File: config.mk
export PLATFORM = sky130hd
export DESIGN_NAME = binary_to_bcd
export DESIGN_NICKNAME = d
export VERILOG_FILES = /design/src/rtl/bcd_pkg.sv /design/src/rtl/bcd_digit_adjust.sv /design/src/rtl/binary_to_bcd.sv
export SDC_FILE = /design/constraint.sdc
export NUM_CORES = 1
export LEC_CHECK = 0
export BUFFER_PORTS_ARGS = -buffer_cell sky130_fd_sc_hd__buf_2
export CAP_MARGIN = 30
export CORE_MARGIN = 3
export CORE_UTILIZATION = 57
export DETAILED_ROUTE_END_ITERATION = 6
export GPL_TIMING_DRIVEN = 0
export HOLD_SLACK_MARGIN = 0.05
export MAX_ROUTING_LAYER = met4
export PLACE_DENSITY_LB_ADDON = 0.1
export SLEW_MARGIN = 20
export SYNTH_ARGS = -nofsm -noshare
export SYNTH_HDL_FRONTEND = slang
export SYNTH_SLANG_ARGS = --single-unit
File: constraint.sdc
create_clock -name clk -period 2.3 [get_ports clk]
set_clock_uncertainty 0.2 [all_clocks]
set_input_delay 0.23 -clock clk [delete_from_list [all_inputs] [get_ports clk]]
set_output_delay 0.23 -clock clk [all_outputs]
set_load 0.05 [all_outputs]
File: src/rtl/bcd_pkg.sv
// Shared constants and types for the iterative binary-to-BCD converter.
package bcd_pkg;

  localparam int BIN_W  = 16;
  localparam int DIGITS = 5;
  localparam int BCD_W  = 4 * DIGITS;
  localparam int CNT_W  = 5;

  typedef enum logic {
    IDLE,
    SHIFT
  } state_t;

  typedef logic [CNT_W-1:0] count_t;

endpackage

File: src/rtl/bcd_digit_adjust.sv
// Double-dabble correction for one BCD digit: add 3 when the digit is 5 or more.
module bcd_digit_adjust (
  input  logic [3:0] digit,
  output logic [3:0] adjusted
);

  // A digit >= 5 would reach >= 10 after the next shift; +3 makes it carry into the next digit.
  assign adjusted = (digit >= 4'd5) ? digit + 4'd3 : digit;

endmodule

File: src/rtl/binary_to_bcd.sv
// Sequential double-dabble converter: 16-bit unsigned binary to five BCD digits, one shift per clock.
module binary_to_bcd #(
  parameter int BIN_W  = 16,
  parameter int DIGITS = 5
) (
  input  logic             clk,
  input  logic             rst,
  input  logic             in_valid,
  input  logic [BIN_W-1:0] bin,
  output logic             ready,
  output logic             out_valid,
  output logic [15:0]      bcd,
  output logic [3:0]       bcd_ten_thousands,
  output logic             overflow
);

  import bcd_pkg::*;

  localparam int DIG_W  = 4 * DIGITS;
  localparam int COMB_W = DIG_W + BIN_W;
  localparam count_t LAST_ITER = count_t'(BIN_W - 1);

  state_t              state, state_next;
  logic [BIN_W-1:0]    shreg;
  logic [DIG_W-1:0]    scratch;
  logic [DIG_W-1:0]    scratch_adj;
  logic [COMB_W-1:0]   comb_next;
  count_t              count;
  logic                accept;
  logic                last_iter;

  assign ready     = (state == IDLE);
  assign accept    = in_valid && ready;
  assign last_iter = (state == SHIFT) && (count == LAST_ITER);

  for (genvar d = 0; d < DIGITS; d++) begin : g_adj
    bcd_digit_adjust u_adj (
      .digit   (scratch[4*d +: 4]),
      .adjusted(scratch_adj[4*d +: 4])
    );
  end

  // Adjust first, then shift the whole {scratch, shift register} left by one.
  assign comb_next = {scratch_adj, shreg} << 1;

  // NOTE: sequential state uses non-blocking (<=) so every register samples pre-edge values.
  always_ff @(posedge clk or posedge rst) begin
    if (rst) state <= IDLE;
    else     state <= state_next;
  end

  // NOTE: every always_comb output gets a default first so no path can infer a latch.
  always_comb begin
    state_next = state;
    unique case (state)
      IDLE:  if (accept)    state_next = SHIFT;
      SHIFT: if (last_iter) state_next = IDLE;
      default:              state_next = IDLE;
    endcase
  end

  // NOTE: the async reset clears the result registers too, so an aborted conversion leaves zeros.
  always_ff @(posedge clk or posedge rst) begin
    if (rst) begin
      shreg             <= '0;
      scratch           <= '0;
      count             <= '0;
      out_valid         <= 1'b0;
      bcd               <= '0;
      bcd_ten_thousands <= '0;
      overflow          <= 1'b0;
    end else begin
      out_valid <= 1'b0;
      if (accept) begin
        shreg   <= bin;
        scratch <= '0;
        count   <= '0;
      end else if (state == SHIFT) begin
        {scratch, shreg} <= comb_next;
        count            <= count + 1'b1;
        // Results come straight from the final shifted scratch, never from intermediate contents.
        if (last_iter) begin
          bcd               <= comb_next[BIN_W +: 16];
          bcd_ten_thousands <= comb_next[BIN_W+16 +: 4];
          overflow          <= |comb_next[BIN_W+16 +: 4];
          out_valid         <= 1'b1;
        end
      end
    end
  end

endmodule

-- After elaboration in Yosys (flattened, before gate mapping)
Cells that the tools add are included.
- add/sub/neg operators: 6
- magnitude comparators: 5
- eq/ne operators: 1
- multiplexer cells: 17
- bitwise gates (word level): 2
- reduce and logical (&&, ||, !) cells: 5
- operator list (kind ; count):
    20-bit 2-to-1 mux ; 2
    16-bit 2-to-1 mux ; 2
    4-bit by 3-bit >= comparator with 1-bit output, second input constant ; 5
    4-bit by 2-bit adder with 4-bit output, second input constant ; 4
    4-bit 2-to-1 mux ; 4
    5-bit 2-to-1 mux ; 2
    5-bit by 1-bit adder with 5-bit output, second input constant ; 1
    5-bit by 4-bit equality test with 1-bit output, second input constant ; 1
    1-bit 2-to-1 mux ; 5
    4-bit OR reduction ; 1
    3-bit by 2-bit adder with 3-bit output, second input constant ; 1
    3-bit 2-to-1 mux ; 1
    3-bit AND reduction ; 1
    1-bit logical AND ; 2
    1-bit NOT ; 2
    1-bit one-hot mux with 2 select lines ; 1
    2-bit nonzero test ; 1
- register bits after elaboration: 64
- bits of input ports: 19
- output and inout port bits: 23
- word-level logic and storage cells: 44

-- Logic depth before layout (Yosys ltp)
- depth in word-level cells: 5
- gate-level depth with buffers: 8

-- Hierarchy
Synthesis repeated with hierarchy kept, for this count alone.
- cells, all modules: 310
- area total of the unflattened synthesis: 3211.8 µm²
- modules (own cells, without submodules) (module ; times used ; cells an instance ; area each (µm²) ; seq. area each (µm²)):
    binary_to_bcd ; 1 ; 230 ; 2705.1 ; 1601.5
    bcd_digit_adjust ; 5 ; 16 ; 101.3 ; 0.0

-- Worst setup path before layout
Ideal clock, no wire load.
- kind: register -> register
- start point: reg count[0]
- end point: reg bcd[0]
- arrival time: 1559 ps
- required time: 1972 ps
- slack: 414 ps
- stages on the path, launching flop included: 7
- path buffers: 1
- path through: dfrtp_1 > ha_1 > and3_1 > ha_1 > nand2_1 > buf_2 > mux2_1
- word-level cells in the longest chain between the ends: 3
- ends and longest elaborated chain (item ; RTL line ; RTL):
    from (decl) ; binary_to_bcd.sv:28 ; count_t count;
    from (signal assigned) ; binary_to_bcd.sv:80 ; count <= count + 1'b1;
    5-bit by 4-bit equality test with 1-bit output ; binary_to_bcd.sv:34 ; assign last_iter = (state == SHIFT) && (count == LAST_ITER);
    1-bit logical AND ; binary_to_bcd.sv:34 ;
    3-bit AND reduction (no line) ; - ;
    to (signal assigned) ; binary_to_bcd.sv:83 ; bcd <= comb_next[BIN_W +: 16];
    to (decl) ; binary_to_bcd.sv:12 ; output logic [15:0] bcd,
Every way passes these cells.
A chain may end at the register's enable or synchronous reset.

-- Worst setup path after layout
- start point: reg state
- end point: out ready
- word-level cells in the longest chain between the ends: 1
- ends and longest elaborated chain (item ; RTL line ; RTL):
    from (decl) ; binary_to_bcd.sv:23 ; state_t state, state_next;
    from (signal assigned) ; binary_to_bcd.sv:49 ; else state <= state_next;
    1-bit NOT ; - ;
    to (decl) ; binary_to_bcd.sv:10 ; output logic ready,
Every way passes these cells.

==> results.yml <==
cts:
  clk_root_buffer_cell: "clkbuf_8"
  worstSkewPairLatency_ps: 340
  max-clock-path-buffers: 2
  cts.sinks: 64
  numCtsBuffers: 9
  clk_pin_slew_worst_paths_ps: 60
  cts_setup_buffers: 0
  cts_max_level: 3
  cts_tree: "done"
pwr:
  p_sw_uw: 2436
  p_per_area_mw_per_mm2: 1473
  power.static_leakage_uw: 0.001857
  seq_power_share_pct: 36.2
  comb_power_share_pct: 48.0
  clockPowerShare_pct: 15.8
  finalPower_uw: 5520
  ir_worst_vdd_mv: 0.7926
  p_int_uw: 3084
  sw_frac_of_total_pct: 44.13
detailed_routing:
  ant_nets: 0
  drtPass1Iterations: 4
  drc: 0
  vias: 2378
  avgViaCountPerCell: 5.405
  drt_iter0_markers: 125
  wl_per_cell_um: 15.09
  totalWireLength_mm: 6.640
synthesis:
  ys.warnings.count: 0
  yosysMostFrequentCell: "dfrtp_1"
  synth.cell_area_mm2: 0.003097
  syn_inst: 299
  yosysSeqAreaShare_pct: 51.72
  synthMuxAreaShare_pct: 10.55
  synthXorXnorAreaFrac_pct: 1.414
  synthSimpleGateAreaFrac_pct: 12.69
  yosysTopAreaCell: "dfrtp_1"
  synthFlopType: "dfrtp_1"
  ys_types: 35
  synth_enable_flop_cells: 0
  synth_nets: 330
  synth_fa_ha_area_share_pct: 4.848
  netlist_top_cells_count: "dfrtp_1 (64), nand2_1 (36), o21ai_0 (35)"
  synth-compound-area-share_pct: 14.55
  synth-seq-cells: 64
  synth_top_family_by_area: "compound AO/OA/AOI/OAI gates"
  synth_top_area_share_pct: 51.72
  yosys-top-cells-area: "dfrtp_1 (52%), mux2i_1 (6.8%), o21ai_0 (5.7%)"
  synth-async-reset-ratio_pct: 100.0
  avgSynthCellArea_um2: 10.36
critical_path:
  required_ps: 1870
  slowest_stage: "dfrtp_1"
  end_kind: "primary output"
  critical_path.top_delay_family: "buffers and inverters"
  endpoint: "ready"
  path_class: "flip-flop to primary output"
  cp.depth: 4
  crit_path_start: "state"
  cp_num_buf_inv: 4
  ff2ff_path_depth: 6
  crit_arrival_ps: 1750
  start_kind: "flip-flop"
  slowest_delay_ps: 420
  path_max_fanout: 10
  cp_cell_sequence: "inv_1 > buf_2 > buf_2 > buf_2"
  crit_top_cell: "buf_2"
  worstReg2RegStart: "count[0]"
  timing.rr.end: "bcd[0]"
  ff2ff_setup_slack_ps: 200
global_route:
  use_met1_pct: 30.64
  grt_usage_pct: 24.22
  grt_pass1_wl_mm: 11.33
  met2_usage_pct: 37.90
  antenna_found_initial: 0
  use_met3_pct: 4.515
  grt_most_used_layer: "met2"
  grt_overflow: 0
  grt_pass1_vias: 2415
  grt_max_degree: 54
floorplanning:
  die_w_um: 79.71
  io_pins: 42
  coreArea_mm2: 0.005172
  die_y_um: 79.71
  start_util_pct: 59.87
  die_area_mm2: 0.006353
  core.rowCount: 26
sta:
  maxSlewViolCount: 0
  worst_slew_pin_slew_ps: 646.1
  max_freq_mhz: 459.0
  setup_viol: 0
  whs_ps: 61.59
  finalCriticalPeriod_ps: 2179
  rsz0062_at_grt: "false"
  timing.final.crit_share_pct: 94.72
  relSlewSlack_pct: 56.77
  hold_viol_final: 0
run_status:
  status: "complete, no violations"
place:
  port_buffers: 40
  gp_congestion: 0.8339
  hpwl_mm: 4.483
final_layout:
  syn_to_final_growth_pct: 21.01
  fin_nets: 398
  antennaDiodeCount: 0
  fin_util_pct: 72.45
  drive_above_1_share_pct: 22.43
  nFillCells: 398
flow_run:
  drv_cap: 0
min_path:
  hp-class: "input pin to flip-flop"
==> cell usage in the layout (no fill, tap or decap), drive strengths merged <==
cell | synthesis | routed
dfrtp | 64 | 64
buf | 12 | 53
o21ai | 44 | 44
nand2 | 36 | 36
mux2i | 21 | 21
clkbuf | 3 | 17
dlygate4sd3 | 0 | 16
inv | 15 | 15
a21oi | 13 | 13
ha | 12 | 12
a21o | 10 | 10
nand3 | 10 | 10
mux2 | 10 | 10
nor2 | 9 | 9
nor3 | 7 | 7
nor3b | 7 | 7
nand2b | 6 | 6
and3 | 5 | 5
xnor2 | 4 | 4
o31ai | 2 | 2
and2 | 2 | 2
a22o | 2 | 2
a211o | 1 | 1
a31o | 1 | 1
a221oi | 1 | 1
a31oi | 1 | 1
xor2 | 1 | 1
==> power groups by stage <==
stage	combinational (µW)	clock (µW)	sequential, µW
2_1_floorplan	1500	0	2550
3_3_place_gp	2570	0	1990
3_5_place_dp	2650	0	2020
4_1_cts	2670	884	2000
5_1_grt	2950	929	2070
6_report	2650	872	2000
==> state kept, by name, indices dropped and copies added (netlist names) <==
register / flops
state: 1
scratch: 20
overflow: 1
bcd: 16
count: 5
shreg: 16
bcd_ten_thousands: 4
out_valid: 1
==> layout make-up <==
class                   count  area, µm²  area share [%]
multi-input cells         205       1364           36.39
flip-flops and latches     64       1602           42.74
well taps                  70      87.58           2.337
inverters                  15      58.81           1.569
repair buffers             57      387.9           10.35
clock buffers              14      172.7           4.608
plain buffers              15      75.07           2.003
==> through the flow <==
stage | TNS (ps) | instances | worst slack, ps | area (µm²)
finish | 0 | 440 | 121.4 | 3747
global route | 0 | 440 | 30.17 | 3747
CTS | 0 | 440 | 121.3 | 3747
detailed placement | 0 | 410 | 190.0 | 3415
global placement | -32020 | 409 | -503.2 | 3385
floorplan | 0 | 299 | 271.9 | 3097
==> how the worst min path moves through the flow <==
stage / startpoint / endpoint / cells after the start
4_1_cts: bin[15] / shreg[15] / 3
3_3_place_gp: bcd[11] / bcd[11] / 2
3_5_place_dp: rst / scratch[1] / 2
5_1_grt: bin[15] / shreg[15] / 3
2_1_floorplan: bin[0] / shreg[0] / 2
6_report: bin[15] / shreg[15] / 3
==> logic make-up after synthesis <==
group | count (synthesis)
AOI/OAI and AO/OA | 75
xor gates and xnor gates | 5
adders and majority gates | 12
buffers and inverters | 30
DFF | 64
muxes | 31
and+or+nand+nor | 82
==> repair_timing <==
item                                    in CTS  in global routing
hold buffers                                16                  0
endpoints found under the setup margin       0                  0
endpoints found under the hold margin       79                  0
gates resized for setup                      0                  0
==> worst reg2reg max path, stage by stage (launching register included) <==
cell and delay (ps):
dfrtp_1 410, ha_1 240, and3_1 190, ha_1 190, nand2_1 120, buf_2 280, mux2_1 350
==> routing by layer <==
metal,share of wire [%],up-vias
met1,45,1154
li1,-,1168
met5,0,-
met2,50,46
met4,1.6,0
met3,3.1,10
Power figures use the tool's default switching activity.
